--- src/rtl/mem_port_arbiter.sv ---
// Fetch/data arbiter for one registered single-port memory.
// Data has priority; a saturating counter bounds fetch starvation.
module mem_port_arbiter #(
    parameter int unsigned STARVE_LIMIT = 4
) (
    input  logic        SYS_clk,
    input  logic        SYS_reset,
    input  logic        IF_req_valid,
    input  logic [31:0] IF_req_address,
    output logic        IF_req_ready,
    output logic        IF_rsp_valid,
    output logic [31:0] IF_rsp_data,
    input  logic        D_req_valid,
    input  logic        D_req_write,
    input  logic [1:0]  D_req_length,
    input  logic        D_req_signed,
    input  logic [31:0] D_req_address,
    input  logic [31:0] D_req_wdata,
    output logic        D_req_ready,
    output logic        D_rsp_valid,
    output logic [31:0] D_rsp_data,
    output logic        D_rsp_error,
    output logic        MEM_en,
    output logic        MEM_write,
    output logic [1:0]  MEM_length,
    output logic        MEM_signed,
    output logic [31:0] MEM_address,
    output logic [31:0] MEM_wdata,
    input  logic [31:0] MEM_read_data
);

    typedef enum logic [1:0] {
        IDLE    = 2'd0,
        ISSUE   = 2'd1,
        CAPTURE = 2'd2
    } state_t;

    localparam logic [3:0] LIMIT = 4'(STARVE_LIMIT);

    state_t      state_q, state_d;
    logic [3:0]  starve_q, starve_d;
    logic        grant_d, grant_f, misaligned;
    logic        is_data_q, err_q;
    logic        mem_en_q, mem_write_q, mem_signed_q;
    logic [1:0]  mem_length_q;
    logic [31:0] mem_address_q, mem_wdata_q;
    logic        if_rsp_valid_q, d_rsp_valid_q, d_rsp_error_q;
    logic [31:0] if_rsp_data_q, d_rsp_data_q;

    always_ff @(posedge SYS_clk) begin
        if (!SYS_reset) begin
            state_q  <= IDLE;
            starve_q <= 4'd0;
        end else begin
            state_q  <= state_d;
            starve_q <= starve_d;
        end
    end

    always_comb begin
        state_d = state_q;
        unique case (state_q)
            IDLE:    if (grant_d || grant_f) state_d = ISSUE;
            ISSUE:   state_d = CAPTURE;
            CAPTURE: state_d = IDLE;
            default: state_d = IDLE;
        endcase
    end

    // Grants only from IDLE; fetch overrides data once starved
    always_comb begin
        grant_d = 1'b0;
        grant_f = 1'b0;
        if (state_q == IDLE && SYS_reset) begin
            if (D_req_valid && !(IF_req_valid && starve_q == LIMIT))
                grant_d = 1'b1;
            else if (IF_req_valid)
                grant_f = 1'b1;
        end
    end

    assign IF_req_ready = grant_f;
    assign D_req_ready  = grant_d;

    always_comb begin
        starve_d = starve_q;
        if (grant_f)
            starve_d = 4'd0;
        else if (grant_d)
            starve_d = !IF_req_valid ? 4'd0 :
                       (starve_q >= LIMIT) ? LIMIT : starve_q + 4'd1;
    end

    always_comb begin
        misaligned = 1'b0;
        unique case (D_req_length)
            2'b01:   misaligned = 1'b0;
            2'b10:   misaligned = D_req_address[0];
            2'b11:   misaligned = |D_req_address[1:0];
            default: misaligned = 1'b1;
        endcase
    end

    always_ff @(posedge SYS_clk) begin
        if (!SYS_reset) begin
            is_data_q      <= 1'b0;
            err_q          <= 1'b0;
            mem_en_q       <= 1'b0;
            mem_write_q    <= 1'b0;
            mem_length_q   <= 2'b00;
            mem_signed_q   <= 1'b0;
            mem_address_q  <= 32'd0;
            mem_wdata_q    <= 32'd0;
            if_rsp_valid_q <= 1'b0;
            if_rsp_data_q  <= 32'd0;
            d_rsp_valid_q  <= 1'b0;
            d_rsp_data_q   <= 32'd0;
            d_rsp_error_q  <= 1'b0;
        end else begin
            if_rsp_valid_q <= 1'b0;
            d_rsp_valid_q  <= 1'b0;
            d_rsp_error_q  <= 1'b0;
            unique case (state_q)
                IDLE: begin
                    if (grant_d) begin
                        is_data_q     <= 1'b1;
                        err_q         <= misaligned;
                        mem_en_q      <= !misaligned;
                        mem_write_q   <= D_req_write;
                        mem_length_q  <= D_req_length;
                        mem_signed_q  <= D_req_signed;
                        mem_address_q <= D_req_address;
                        mem_wdata_q   <= D_req_wdata;
                    end else if (grant_f) begin
                        is_data_q     <= 1'b0;
                        err_q         <= 1'b0;
                        mem_en_q      <= 1'b1;
                        mem_write_q   <= 1'b0;
                        mem_length_q  <= 2'b11;
                        mem_signed_q  <= 1'b0;
                        mem_address_q <= IF_req_address & 32'hFFFF_FFFC;
                        mem_wdata_q   <= 32'd0;
                    end
                end
                ISSUE: mem_en_q <= 1'b0;
                CAPTURE: begin
                    if (is_data_q) begin
                        d_rsp_valid_q <= 1'b1;
                        d_rsp_error_q <= err_q;
                        d_rsp_data_q  <= (err_q || mem_write_q) ?
                                         32'd0 : MEM_read_data;
                    end else begin
                        if_rsp_valid_q <= 1'b1;
                        if_rsp_data_q  <= MEM_read_data;
                    end
                end
                default: mem_en_q <= 1'b0;
            endcase
        end
    end

    assign MEM_en       = mem_en_q;
    assign MEM_write    = mem_write_q;
    assign MEM_length   = mem_length_q;
    assign MEM_signed   = mem_signed_q;
    assign MEM_address  = mem_address_q;
    assign MEM_wdata    = mem_wdata_q;
    assign IF_rsp_valid = if_rsp_valid_q;
    assign IF_rsp_data  = if_rsp_data_q;
    assign D_rsp_valid  = d_rsp_valid_q;
    assign D_rsp_data   = d_rsp_data_q;
    assign D_rsp_error  = d_rsp_error_q;

endmodule

--- config.mk ---
export PLATFORM = sky130hd
export DESIGN_NAME = mem_port_arbiter
export DESIGN_NICKNAME = d
export VERILOG_FILES = /design/src/rtl/mem_port_arbiter.sv
export SDC_FILE = /design/constraint.sdc
export NUM_CORES = 1
export LEC_CHECK = 0
export BUFFER_PORTS_ARGS = -buffer_cell sky130_fd_sc_hd__buf_2
export CAP_MARGIN = 20
export CORE_MARGIN = 5
export CORE_UTILIZATION = 49
export DETAILED_ROUTE_END_ITERATION = 10
export PLACE_DENSITY = 0.82
export SLEW_MARGIN = 40
export SYNTH_ARGS = -nofsm -noshare
export SYNTH_HDL_FRONTEND = slang
export SYNTH_SLANG_ARGS = --single-unit
--- constraint.sdc ---
create_clock -name SYS_clk -period 2.2 [get_ports SYS_clk]
set_input_delay 0 -clock SYS_clk [delete_from_list [all_inputs] [get_ports SYS_clk]]
set_output_delay 0 -clock SYS_clk [all_outputs]
set_load 0.03 [all_outputs]
==> flow_summary.json <==
{
  "status": "finished, violations left",
  "violations": "setup timing",
  "path_class": "register to register",
  "grt_util_met3": 0.0819,
  "ys_seq_area_frac": 0.539,
  "power.total_mw": 6.66,
  "synth_fa_ha_area_frac": 0.00468,
  "cts_buffer_depth": 2,
  "place_inst": 933,
  "drt-pass1-iter-count": 8,
  "gr-usage-met1": 0.335,
  "grt_pass1_vias": 6372,
  "busiest_layer": "met2",
  "synthesis.nets": 694,
  "holdPathStages": 3,
  "tightestPinTransition_ns": 0.679,
  "max_cap_violations": 0,
  "synthTopCellsByCount": "144 x dfxtp_1, 100 x nand2_1, 43 x a21oi_1",
  "antenna_left": 0,
  "synthArstFlopShare": 0,
  "rsz0062_at_grt": "yes",
  "met2_usage": 0.529,
  "arrival_ns": 2.63,
  "design_area_um2": 8720,
  "power_frac_comb": 0.179,
  "powerDensity_nw_per_um2": 764,
  "numCtsBuffers": 17,
  "final_hold_viol_count": 0,
  "synth_warnings": 0,
  "core_um2": 10700,
  "cp-start-kind": "register",
  "path_clk_slew_ns": 0.07,
  "ys_ff_latch": 144,
  "fin_cells": 1105,
  "yosysMostFrequentCell": "dfxtp_1",
  "synth-main-ff-cell": "dfxtp_1",
  "place_congestion": 0.820,
  "synth_top_family_by_area": "compound AO/OA/AOI/OAI gates",
  "yosys.area_share.simple": 0.140,
  "die_y_um": 114,
  "num-fill-cells": 608,
  "cts_tree": "done",
  "dieArea_um2": 13100,
  "nNetsFinal": 1087,
  "synth_edf_count": 0,
  "synth_mux_area_frac": 0.00375,
  "place_hpwl_um": 11600,
  "syn_inst": 556,
  "max_freq_mhz": 450,
  "finalWirelength_um": 22300,
  "postPlaceCellArea_um2": 6740,
  "avgSynthCellArea_um2": 9.61,
  "grt_max_degree": 66,
  "viasPerCell": 5.64,
  "critPathCaptureType": "register",
  "cellLeakagePower_nw": 3.96,
  "p_sw_frac": 0.302,
  "initial_core_util": 0.497,
  "timing.final.ws_setup_ns": -0.0224,
  "htreeDepth": 4,
  "synth_compound_area_frac": 0.264,
  "port_buffers": 271,
  "overflow": 0,
  "drc": 0,
  "tns_ns": -0.0224,
  "pre_cts_ws_ns": 0.523,
  "synthXorXnorAreaFrac": 0,
  "relSlewSlack": 0.547,
  "synth_top_area_frac": 0.539,
  "skew_ns": 0.0121,
  "min_period_over_period": 1.01,
  "intPower_mw": 4.65,
  "pwr-share-seq": 0.422,
  "cp_data_required_time_ns": 2.60,
  "r2r_cells": 9,
  "root_buffer": "clkbuf_8",
  "grt_first_pass_wirelength_um": 32200,
  "hold_class": "primary input to register",
  "pin_count": 274,
  "p_clk_frac": 0.399,
  "switchingPower_mw": 2.01,
  "die_w_um": 114,
  "clk_latency_ns": 0.52,
  "ys_types": 36,
  "num_vias": 6233,
  "rows": 38,
  "netlist_area_um2": 5350,
  "drive_gt1_frac": 0.363,
  "yosys-top-cells-area": "dfxtp_1 54%, nand2_1 7.0%, a22o_1 5.2%",
  "setup_violations": 1,
  "grt_usage": 0.313,
  "path_max_fanout": 13,
  "period_needed_ns": 2.22,
  "yosys.area.top_type": "dfxtp_1",
  "irDropWorstVdd_uv": 532,
  "finalMaxSlewViolations": 0,
  "antenna_found_initial": 1,
  "area_growth_pct": 63.2,
  "wl_per_cell_um": 20.2,
  "cts.sink_count": 144,
  "drt_iter0_drc": 588
}
flip-flops by register name (all words and copies together), names as in the netlist, 2 cells and up:
| signal | count |
|---|---|
| D_rsp_data | 32 |
| IF_rsp_data | 32 |
| starve_q | 4 |
| MEM_length | 2 |
| MEM_wdata | 32 |
| state_q | 2 |
| MEM_address | 32 |
cell usage in the layout, fill, tap and decap left out, types with 2 or more instances in the layout:
cell type / n
ha_1: 2
a21oi_2: 21
o221a_2: 2
clkbuf_16: 18
buf_2: 271
and2_1: 2
and3_1: 2
a21oi_1: 42
buf_4: 9
a21boi_1: 6
o21ai_0: 28
dlygate4sd3_1: 133
a21boi_0: 27
inv_1: 6
a22o_1: 32
clkinvlp_4: 7
inv_8: 2
dfxtp_1: 143
nand2_1: 100
nand2b_1: 2
buf_12: 2
a22oi_1: 37
diode_2: 3
nor2b_1: 38
inv_6: 6
o21ai_1: 4
mux2i_1: 2
path summary, 6_finish.rpt:
| kind | from | to | slack (ns) |
|---|---|---|---|
| worst min register to register | IF_rsp_data[6]$_SDFFE_PN0P_ | IF_rsp_data[6]$_SDFFE_PN0P_ | 0.46 |
| worst max-delay path | starve_q[0]$_SDFFE_PP0N_ | MEM_address[5]$_SDFFE_PN0P_ | -0.02 |
| worst min-delay path | SYS_reset | MEM_wdata[9]$_SDFFE_PN0P_ | 0.08 |
| worst max register to register | starve_q[0]$_SDFFE_PP0N_ | MEM_address[5]$_SDFFE_PN0P_ | -0.02 |
cell families (layout without fill, tap and decap cells):
logic type	after synthesis	in the layout
AO/OA/AOI/OAI	203	203
buffers and inverters	52	458
flip-flops	144	144
adder cells (fa/ha/maj)	2	2
AND/OR/NAND/NOR	153	153
other	0	3
multiplexers	2	2
worst max-delay path, cell delays in order, from the launching register on:
cell           delay (ns)
dfxtp_1              0.33
inv_1                0.11
ha_1                 0.20
nand4b_1             0.18
nand3_4              0.15
inv_6                0.08
buf_12               0.15
a21oi_2              0.19
a21oi_1              0.12
dlygate4sd3_1        0.59
power by group through the flow:
stage | clock network (mW) | registers, mW | logic, mW
floorplan | 0 | 3.07 | 0.343
global placement | 0 | 2.84 | 0.863
detailed placement | 0 | 2.85 | 0.891
CTS | 2.66 | 2.79 | 1.09
global route | 2.80 | 2.82 | 1.25
finish | 2.66 | 2.81 | 1.19
metrics by stage:
| stage | hold slack (ns) | util |
|---|---|---|
| after floorplan | 0.133 | - |
| after global placement | 0.232 | 0.628 |
| after detailed placement | 0.241 | 0.628 |
| after CTS | 0.0614 | 0.802 |
| after global routing | 0.0957 | 0.811 |
| final | 0.0790 | 0.812 |
metal layers:
metal / vias up / wire [um]
met5: - / 0
met4: 0 / 1610
met3: 142 / 2250
met2: 501 / 10700
met1: 2855 / 7670
li1: 2735 / -
what timing repair did:
item / CTS / global route
hold buffers: 133 / 0
setup buffers: 0 / 2
hold endpoints to repair: 137 / 0
gates resized for setup: 0 / 14
endpoints found under the setup margin: 0 / 21
final cells by class:
| class | instances | area, um^2 | share of cell area |
|---|---|---|---|
| inverter | 7 | 31.3 | 0.00359 |
| tap | 140 | 175 | 0.0201 |
| clock inverter | 15 | 128 | 0.0146 |
| clock buffer | 17 | 414 | 0.0475 |
| multi-input combinational | 360 | 2210 | 0.254 |
| sequential | 144 | 2880 | 0.331 |
| timing repair buffer | 419 | 2870 | 0.329 |
| antenna | 3 | 7.51 | 0.000861 |
Power figures use the tool's default switching activity.
